**src/rtl/uart_rx.sv**
```systemverilog
`default_nettype none
// ============================================================================
// Module   : uart_rx
// Purpose  : 8N1 UART receiver. LSB first, idle-high line. Every bit is
//            sampled at its centre, timed from the detected start edge.
// Revision : 1.0 - initial release
// ----------------------------------------------------------------------------
// Parameters
//   CLKS_PER_BIT  clk cycles per serial bit (>= 4); default 27 MHz / 115200
// Ports
//   clk           system clock, rising edge
//   reset         asynchronous, active-high reset
//   rx_in         serial line, asynchronous to clk
//   rx_data[7:0]  last correctly framed byte, held until the next one
//   rx_valid      one-cycle pulse when rx_data is updated
//   rx_frame_err  one-cycle pulse when the stop bit samples low
//   rx_busy       high whenever the receiver is not idle
// ============================================================================
module uart_rx #(
   parameter int CLKS_PER_BIT = 234
) (
   input  logic       clk,
   input  logic       reset,
   input  logic       rx_in,
   output logic [7:0] rx_data,
   output logic       rx_valid,
   output logic       rx_frame_err,
   output logic       rx_busy
);

   localparam int             CW     = $clog2(CLKS_PER_BIT);
   localparam logic [CW-1:0]  C_HALF = CW'(CLKS_PER_BIT / 2 - 1);
   localparam logic [CW-1:0]  C_FULL = CW'(CLKS_PER_BIT - 1);

   typedef enum logic [2:0] {
      S_IDLE  = 3'd0,
      S_START = 3'd1,
      S_DATA  = 3'd2,
      S_STOP  = 3'd3,
      S_BREAK = 3'd4
   } state_t;

   state_t        state_q, state_d;
   logic [1:0]    sync_q, sync_d;
   logic [CW-1:0] cnt_q, cnt_d;
   logic [2:0]    idx_q, idx_d;
   logic [7:0]    sr_q, sr_d;
   logic [7:0]    data_q, data_d;
   logic          valid_q, valid_d;
   logic          ferr_q, ferr_d;
   logic          busy_q, busy_d;
   logic          rxs;

   // sync_q[1] is the metastability-filtered copy of the line
   assign rxs = sync_q[1];

   always_comb begin
      sync_d  = {sync_q[0], rx_in};
      state_d = state_q;
      cnt_d   = cnt_q;
      idx_d   = idx_q;
      sr_d    = sr_q;
      data_d  = data_q;
      valid_d = 1'b0;
      ferr_d  = 1'b0;

      case (state_q)
         S_IDLE: begin
            cnt_d = '0;
            idx_d = '0;
            if (!rxs) begin
               state_d = S_START;
            end
         end

         // Re-check the line half a bit in; a high here was only a glitch.
         S_START: begin
            if (cnt_q == C_HALF) begin
               cnt_d   = '0;
               idx_d   = '0;
               state_d = rxs ? S_IDLE : S_DATA;
            end else begin
               cnt_d = cnt_q + 1'b1;
            end
         end

         S_DATA: begin
            if (cnt_q == C_FULL) begin
               cnt_d       = '0;
               sr_d[idx_q] = rxs;
               if (idx_q == 3'd7) begin
                  state_d = S_STOP;
               end else begin
                  idx_d = idx_q + 3'd1;
               end
            end else begin
               cnt_d = cnt_q + 1'b1;
            end
         end

         // Sampling the stop bit at its centre leaves half a bit of slack,
         // so a start bit that immediately follows is still seen from IDLE.
         S_STOP: begin
            if (cnt_q == C_FULL) begin
               cnt_d = '0;
               if (rxs) begin
                  data_d  = sr_q;
                  valid_d = 1'b1;
                  state_d = S_IDLE;
               end else begin
                  ferr_d  = 1'b1;
                  state_d = S_BREAK;
               end
            end else begin
               cnt_d = cnt_q + 1'b1;
            end
         end

         // Wait out a held-low line so it is not mistaken for a new start bit.
         S_BREAK: begin
            cnt_d = '0;
            if (rxs) begin
               state_d = S_IDLE;
            end
         end

         default: begin
            state_d = S_IDLE;
            cnt_d   = '0;
            idx_d   = '0;
         end
      endcase

      busy_d = (state_d != S_IDLE);
   end

   always_ff @(posedge clk or posedge reset) begin
      if (reset) begin
         state_q <= S_IDLE;
         sync_q  <= 2'b11;
         cnt_q   <= '0;
         idx_q   <= '0;
         sr_q    <= '0;
         data_q  <= '0;
         valid_q <= 1'b0;
         ferr_q  <= 1'b0;
         busy_q  <= 1'b0;
      end else begin
         state_q <= state_d;
         sync_q  <= sync_d;
         cnt_q   <= cnt_d;
         idx_q   <= idx_d;
         sr_q    <= sr_d;
         data_q  <= data_d;
         valid_q <= valid_d;
         ferr_q  <= ferr_d;
         busy_q  <= busy_d;
      end
   end

   assign rx_data      = data_q;
   assign rx_valid     = valid_q;
   assign rx_frame_err = ferr_q;
   assign rx_busy      = busy_q;

endmodule
`default_nettype wire

```
**config.mk**
```make
export PLATFORM = sky130hd
export DESIGN_NAME = uart_rx
export DESIGN_NICKNAME = d
export VERILOG_FILES = /design/src/rtl/uart_rx.sv
export SDC_FILE = /design/constraint.sdc
export NUM_CORES = 1
export LEC_CHECK = 0
export ABC_AREA = 0
export CORE_MARGIN = 2
export CORE_UTILIZATION = 36
export CTS_CLUSTER_SIZE = 8
export DETAILED_ROUTE_END_ITERATION = 8
export GPL_TIMING_DRIVEN = 0
export PLACE_DENSITY = 0.53
export SYNTH_ARGS = -nofsm -noshare
export SYNTH_HDL_FRONTEND = slang
export SYNTH_SLANG_ARGS = --single-unit
```
**constraint.sdc**
```tcl
create_clock -name clk -period 2.9 [get_ports clk]
set_input_delay 0.29 -clock clk [delete_from_list [all_inputs] [get_ports clk]]
set_output_delay 0.29 -clock clk [all_outputs]
set_load 0.05 [all_outputs]
```
==> results of run 1 <==
power breakdown:
part	leakage [uW]	total [uW]	internal (uW)	switching, uW
Sequential	0.000462	491	490	0.818
Combinational	0.000331	14.6	3.21	11.4
Clock	0.0000412	344	168	177
cells in the mapped netlist:
| master | n |
|---|---|
| a21o_1 | 1 |
| o21ai_0 | 1 |
| mux2_1 | 1 |
| o221ai_1 | 1 |
| xor2_1 | 3 |
| nor4_1 | 2 |
| dfrtp_1 | 33 |
| inv_1 | 4 |
| and3_1 | 1 |
| a21oi_1 | 2 |
| and3b_1 | 1 |
| or2_4 | 1 |
| o211ai_1 | 2 |
| nand4_1 | 4 |
| nor4bb_1 | 1 |
| xnor2_1 | 3 |
| mux2_2 | 15 |
| nor3b_1 | 2 |
| and4_2 | 1 |
| or4_1 | 1 |
| nand3b_1 | 1 |
| or3b_2 | 2 |
| buf_2 | 1 |
| nor2_1 | 11 |
| nor3_1 | 2 |
| dfstp_2 | 2 |
| clkbuf_1 | 3 |
| nand4b_1 | 2 |
| or3b_4 | 1 |
| nand3_1 | 5 |
| nand2b_1 | 3 |
| nor4b_1 | 2 |
| ha_1 | 5 |
| nor2b_1 | 4 |
| a32o_1 | 2 |
| nand2_1 | 5 |
| o32a_1 | 1 |
sequential cells by signal, indices dropped and copies added (netlist names):
name          count
rx_busy           1
sr_q              8
state_q           3
idx_q             3
cnt_q             8
rx_valid          1
rx_data           8
sync_q            2
rx_frame_err      1
worst paths after layout:
check / from / slack, ns / endpoint
max reg2reg: cnt_q[1]$_DFF_PP0_ / 0.63 / rx_data[1]$_DFFE_PP0P_
min: sync_q[0]$_DFF_PP1_ / 0.36 / sync_q[1]$_DFF_PP1_
max: cnt_q[1]$_DFF_PP0_ / 0.63 / rx_data[1]$_DFFE_PP0P_
max in group asynchronous: reset / 2.00 / cnt_q[4]$_DFF_PP0_
min reg2reg: sync_q[0]$_DFF_PP1_ / 0.36 / sync_q[1]$_DFF_PP1_
min in group asynchronous: reset / 0.44 / sr_q[5]$_DFFE_PP0P_
stage by stage:
stage          area, sq um  hold WS (ns)  total power [uW]  util, %
6_report              1876        0.3596             850.3    43.37
5_1_grt               1876        0.3674             893.2    43.37
4_1_cts               1876        0.3601             867.5    43.37
3_5_place_dp          1790        0.3490             516.2    41.41
3_3_place_gp          1790        0.3469             515.9    41.41
2_1_floorplan         1595        0.2945             509.5        -
worst max-delay path, stage by stage (launching register included):
cell and delay, ns:
dfrtp_1 0.41, inv_1 0.09, ha_1 0.13, or3b_4 0.40
nor2_1 0.31, and3_1 0.21, buf_2 0.23, mux2_2 0.37
cell families after synthesis:
group	after synthesis	share of synthesized area, %
AOI/OAI and AO/OA	10	4.784
xor gates and xnor gates	6	3.295
adders and majority gates	5	3.922
buffers and inverters	8	1.960
DFF	35	55.06
muxes	16	11.29
and+or+nand+nor	52	19.69
area by class of cell:
type | instances | area, sq um | area share (%)
buffer | 4 | 16.27 | 0.8672
clock buffer | 6 | 72.57 | 3.869
clock inverter | 2 | 12.51 | 0.6671
inverter | 4 | 15.01 | 0.8005
multi-input combinational | 89 | 685.7 | 36.56
sequential | 35 | 878.3 | 46.83
tap | 52 | 65.06 | 3.469
timing repair buffer | 13 | 130.1 | 6.938
per-layer routing:
layer | vias up | GRT usage, % | wire length, microns
met5 | - | 0 | 0
met1 | 503 | 18.22 | 1400
met2 | 21 | 20.96 | 1305
met3 | 7 | 4.274 | 117
met4 | 0 | 5.660 | 60
li1 | 515 | - | -
==> results by group, run 1 <==
Clock network
  • Clk Latency, worst-skew pair: 0.29 ns
  • CTS Buf Count: 5
  • PostCTS Resize Cnt: 0
  • Root Buffer: clkbuf_8
  • Clock tree sinks: 35
  • H-tree level count: 2
  • Hold-fix buffers, CTS: 0
  • CTS tree: done
  • Clk pin slew, worst setup/hold paths: 0.07 ns
  • Post-CTS setup buffers: 0
  • Clock buffer depth: 2

Floorplanning
  • Die area: 4980 sq um
  • Die X: 70.57 microns
  • I/O Pins: 14
  • Core footprint: 4324 sq um
  • Row cnt: 24
  • Chip Height: roughly 71 microns
  • Initial core utilization: 36.89%

GRT
  • Global-route wire length before repair: 5.292 mm
  • Pin count of the biggest net entering global routing: 36
  • Vias in the first global route: 1094
  • Global route overflow: 0
  • Antenna violations before repair: 0
  • GR Util All Layers: between 10% and 20%

Place
  • Routability congestion estimate: 0.7732
  • # port buffers: 13
  • Detailed Place HPWL: just over 2 mm
  • Post-Place Cells: around 200
  • Worst slack at placement: 0.6239 ns

STA
  • Setup Skew: 0.007549 ns
  • Setup ws final: 0.6330 ns
  • Fin crit period: 2.267 ns
  • Slew headroom: 52.68%
  • Setup TNS: 0 ns
  • RSZ-0062 raised after global routing: no
  • Setup-failing EPs final: 0
  • Final Hold Fails: 0
  • Fmax: 441.1 MHz
  • Final Cycle Share: 78.17%
  • Slew Limit Fails: 0
  • Tightest Pin Transition: 0.7088 ns

Final layout
  • Commonest non-fill, non-tap cell in the layout: dfrtp_1
  • Most frequent cells in the layout: dfrtp_1, mux2_2, clkdlybuf4s50_1
  • Final std cells w/o fill: 205
  • Net count, final: 160
  • P&R area growth vs syn: 17.57%
  • Fraction of layout cells with a size suffix above 1: 20.26%
  • Filler cell count: 431
  • Ant. Diodes: 0

Worst setup path
  • Crit Path Max Fanout: 9
  • CP Data Arrival Time: 2.44 ns
  • Critical path endpoint category: flop
  • Setup CP Type: reg2reg
  • Reg2reg path depth: 7
  • Crit start category: flop
  • WP data required: 3.07 ns

Synth
  • Post-synth top area cell: dfrtp_1
  • Mapped Area: 1595 sq um
  • Synth Register Bits: 35
  • Post-synth top area share: 51.76%
  • Unique masters post-synth: 37
  • Ys Warns: 0
  • Synth top area cells: dfrtp_1, mux2_2, ha_1, dfstp_2, nor2_1
  • Syn_nets: 140
  • Syn_area_per_cell: approximately 12 sq um
  • Sequential fraction of the synthesis area: 55.06%
  • Mapped Cells: 132

Route
  • DRT Pass-1 Iters: 4
  • Vias post-DR: approximately 1000
  • Total Routed Length: 2.884 mm
  • Post-DR wirelength/cell: 14.07 microns
  • Routed Antenna Nets: 0
  • Drt drc: 0
  • Initial DRC count: 41
  • DR vias/cell: 5.102

Min path
  • Worst min-delay path class: reg2reg
  • Worst hold path depth: 0

Power and ir drop
  • Worst vdd ir: 264.0 uV
  • Power Density: 453.4 nW/um^2
  • Leak Pwr: 0.0008347 uW

Job
  • Maxcap violations: 0

Status
  • Status: finished, final reports clean
Note: power is estimated with default switching activity, not from simulation.
==> inputs of run 2 (changes only) <==
clock period = 2.3 ns   (was 2.9 ns; I/O delays follow)
==> run 2 against run 1 <==
Cell count increased by 0.49%. Register-to-register slack worse by 0.56 ns. Highest routed layer unchanged. Routed wire length increased by 1.6%. Worst hold slack worse by 0.011 ns. Critical endpoint is now sr_q[3]$_DFFE_PP0P_.
==> results by group, run 2 (synthesis results as in run 1) <==
Clock network
  • H-tree level count: 2
  • CTS Buf Count: 5
  • Clock buffer depth: 2
  • Clock tree sinks: 35
  • Clk pin slew, worst setup/hold paths: roughly 0.080 ns
  • Hold-fix buffers, CTS: 0
  • Clk Latency, worst-skew pair: 0.29 ns
  • Root Buffer: clkbuf_8
  • CTS tree: done

Worst setup path
  • WP data required: 2.48 ns
  • Critical path endpoint category: flop
  • Crit Path Max Fanout: 5
  • Setup CP Type: reg2reg
  • CP Data Arrival Time: 2.40 ns
  • Crit start category: flop

Final layout
  • Most frequent cells in the layout: dfrtp_1, mux2_2, clkdlybuf4s50_1
  • Register area: 878.3 sq um
  • Net count, final: 161
  • Fraction of layout cells with a size suffix above 1: 22.08%
  • Multi-input logic area: 694.4 sq um
  • P&R area growth vs syn: 18.59%
  • Post-route cell area: 1892 sq um
  • Ant. Diodes: 0
  • Commonest non-fill, non-tap cell in the layout: dfrtp_1
  • Filler cell count: 429

Power and ir drop
  • Sequential Power Share: 57.7%
  • Clock network fraction of design power: roughly two fifths
  • Sw Pwr: roughly 240 uW
  • Power Density: 567.7 nW/um^2
  • Switching share of power: 22.35%
  • Worst vdd ir: 333.5 uV
  • Leak Pwr: approximately 0.00084 uW
  • Logic pwr share: 1.7%
  • Internal power: between 800 and 900 uW

Route
  • Post-DR wirelength/cell: 14.22 microns
  • DRT Pass-1 Iters: 4
  • Routed Antenna Nets: 0
  • Initial DRC count: 39
  • Vias post-DR: 1052
  • Drt drc: 0
  • DR vias/cell: 5.107
  • Total Routed Length: between 2 and 3 mm

STA
  • Fin crit period: 2.222 ns
  • Setup-failing EPs final: 0
  • Setup Skew: between 0.008 and 0.009 ns
  • Setup TNS: 0 ns
  • Fmax: 450.0 MHz
  • Slew Limit Fails: 0
  • Final Hold Fails: 0
  • Final Cycle Share: between 90% and 100%
  • RSZ-0062 raised after global routing: no
  • Slew headroom: 52.64%
  • Tightest Pin Transition: 0.7093 ns

Place
  • Detailed Place HPWL: 2.021 mm
  • Post-place instance area: 1790 sq um
  • Routability congestion estimate: a little under 0.8
  • # port buffers: 13

Floorplanning
  • Initial core utilization: 36.89%
  • I/O Pins: 14
  • Die X: 70.57 microns
  • Chip Height: 70.57 microns
  • Row cnt: 24
  • Core footprint: between 4000 and 5000 sq um
  • Die area: 4980 sq um

Min path
  • Worst min-delay path class: in2reg

Job
  • Maxcap violations: 0

GRT
  • Global route overflow: 0
  • Antenna violations before repair: 0
  • Pin count of the biggest net entering global routing: 36
  • Global-route wire length before repair: 5.292 mm
  • GR Util All Layers: 13.69%
  • Vias in the first global route: between 1000 and 1500

Status
  • Status: finished, final reports clean
run 2: changes by cell type in the layout (fill, tap and decap cells not counted):
cell / delta
buf_4: +1
nor2_1: -1
nor2_2: +1
nor4_1: -1
nor4_2: +1
run 2: worst max-delay path, cell delays in order (launching register included):
cell,delay [ns]
dfrtp_1,0.40
inv_1,0.08
ha_1,0.13
or3b_4,0.41
or2_4,0.29
or4_1,0.48
mux2_1,0.32
run 2: what timing repair did:
action                                  4_1_cts  5_1_grt
gates resized for setup                       0        2
setup buffers                                 0        1
endpoints found under the setup margin        0       12
run 2: power groups by stage:
stage	Combinational, uW	Sequential [uW]	Clock, uW
2_1_floorplan	11.5	631	0
3_3_place_gp	19.3	631	0
3_5_place_dp	19.7	631	0
4_1_cts	19.9	619	455
5_1_grt	22.3	619	484
6_report	18.5	619	436
run 2: worst paths after layout:
kind                                     startpoint                  end  slack, ns  depth (start not counted)
worst max-delay path             cnt_q[1]$_DFF_PP0_  sr_q[3]$_DFFE_PP0P_       0.08                          6
worst min-delay path                          rx_in  sync_q[0]$_DFF_PP1_       0.35                          1
worst max register to register   cnt_q[1]$_DFF_PP0_  sr_q[3]$_DFFE_PP0P_       0.08                          6
worst min register to register  sync_q[0]$_DFF_PP1_  sync_q[1]$_DFF_PP1_       0.36                          0
max in group asynchronous                     reset   cnt_q[4]$_DFF_PP0_       1.46                          2
min in group asynchronous                     reset  sr_q[2]$_DFFE_PP0P_       0.38                          2
run 2: final cells by class:
cell class / instances / area share [%]
multi-input cells: 89 / 36.71
repair buffers: 14 / 7.275
inverters: 4 / 0.7937
flip-flops and latches: 35 / 46.43
clock buffers: 6 / 3.836
clock inverters: 2 / 0.6614
well taps: 52 / 3.439
plain buffers: 4 / 0.8598
run 2: metrics by stage:
| stage | power, uW | std cells | hold slack, ns | utilization [%] | worst slack [ns] |
|---|---|---|---|---|---|
| floorplan | 642.4 | 132 | 0.2345 | - | 0.1733 |
| detailed placement | 650.9 | 197 | 0.3490 | 41.41 | 0.02391 |
| CTS | 1094 | 205 | 0.3364 | 43.37 | 0.02111 |
| global placement | 650.5 | 197 | 0.3469 | 41.41 | 0.05011 |
| global route | 1126 | 206 | 0.3381 | 43.75 | 0.006330 |
| finish | 1074 | 206 | 0.3481 | 43.75 | 0.07788 |
run 2: per-layer routing:
layer	up-vias	GRT usage, %	part of all wire, %
met5	-	0	0
met4	0	5.660	2.0
met3	7	4.274	3.9
met2	22	20.96	46
met1	507	18.22	47
li1	516	-	-
==> inputs of run 3 (changes only) <==
CTS_CLUSTER_SIZE = 24   (was 8)
==> results of run 3 <==
Final layout, timing and power as in run 2 (identical DEF).
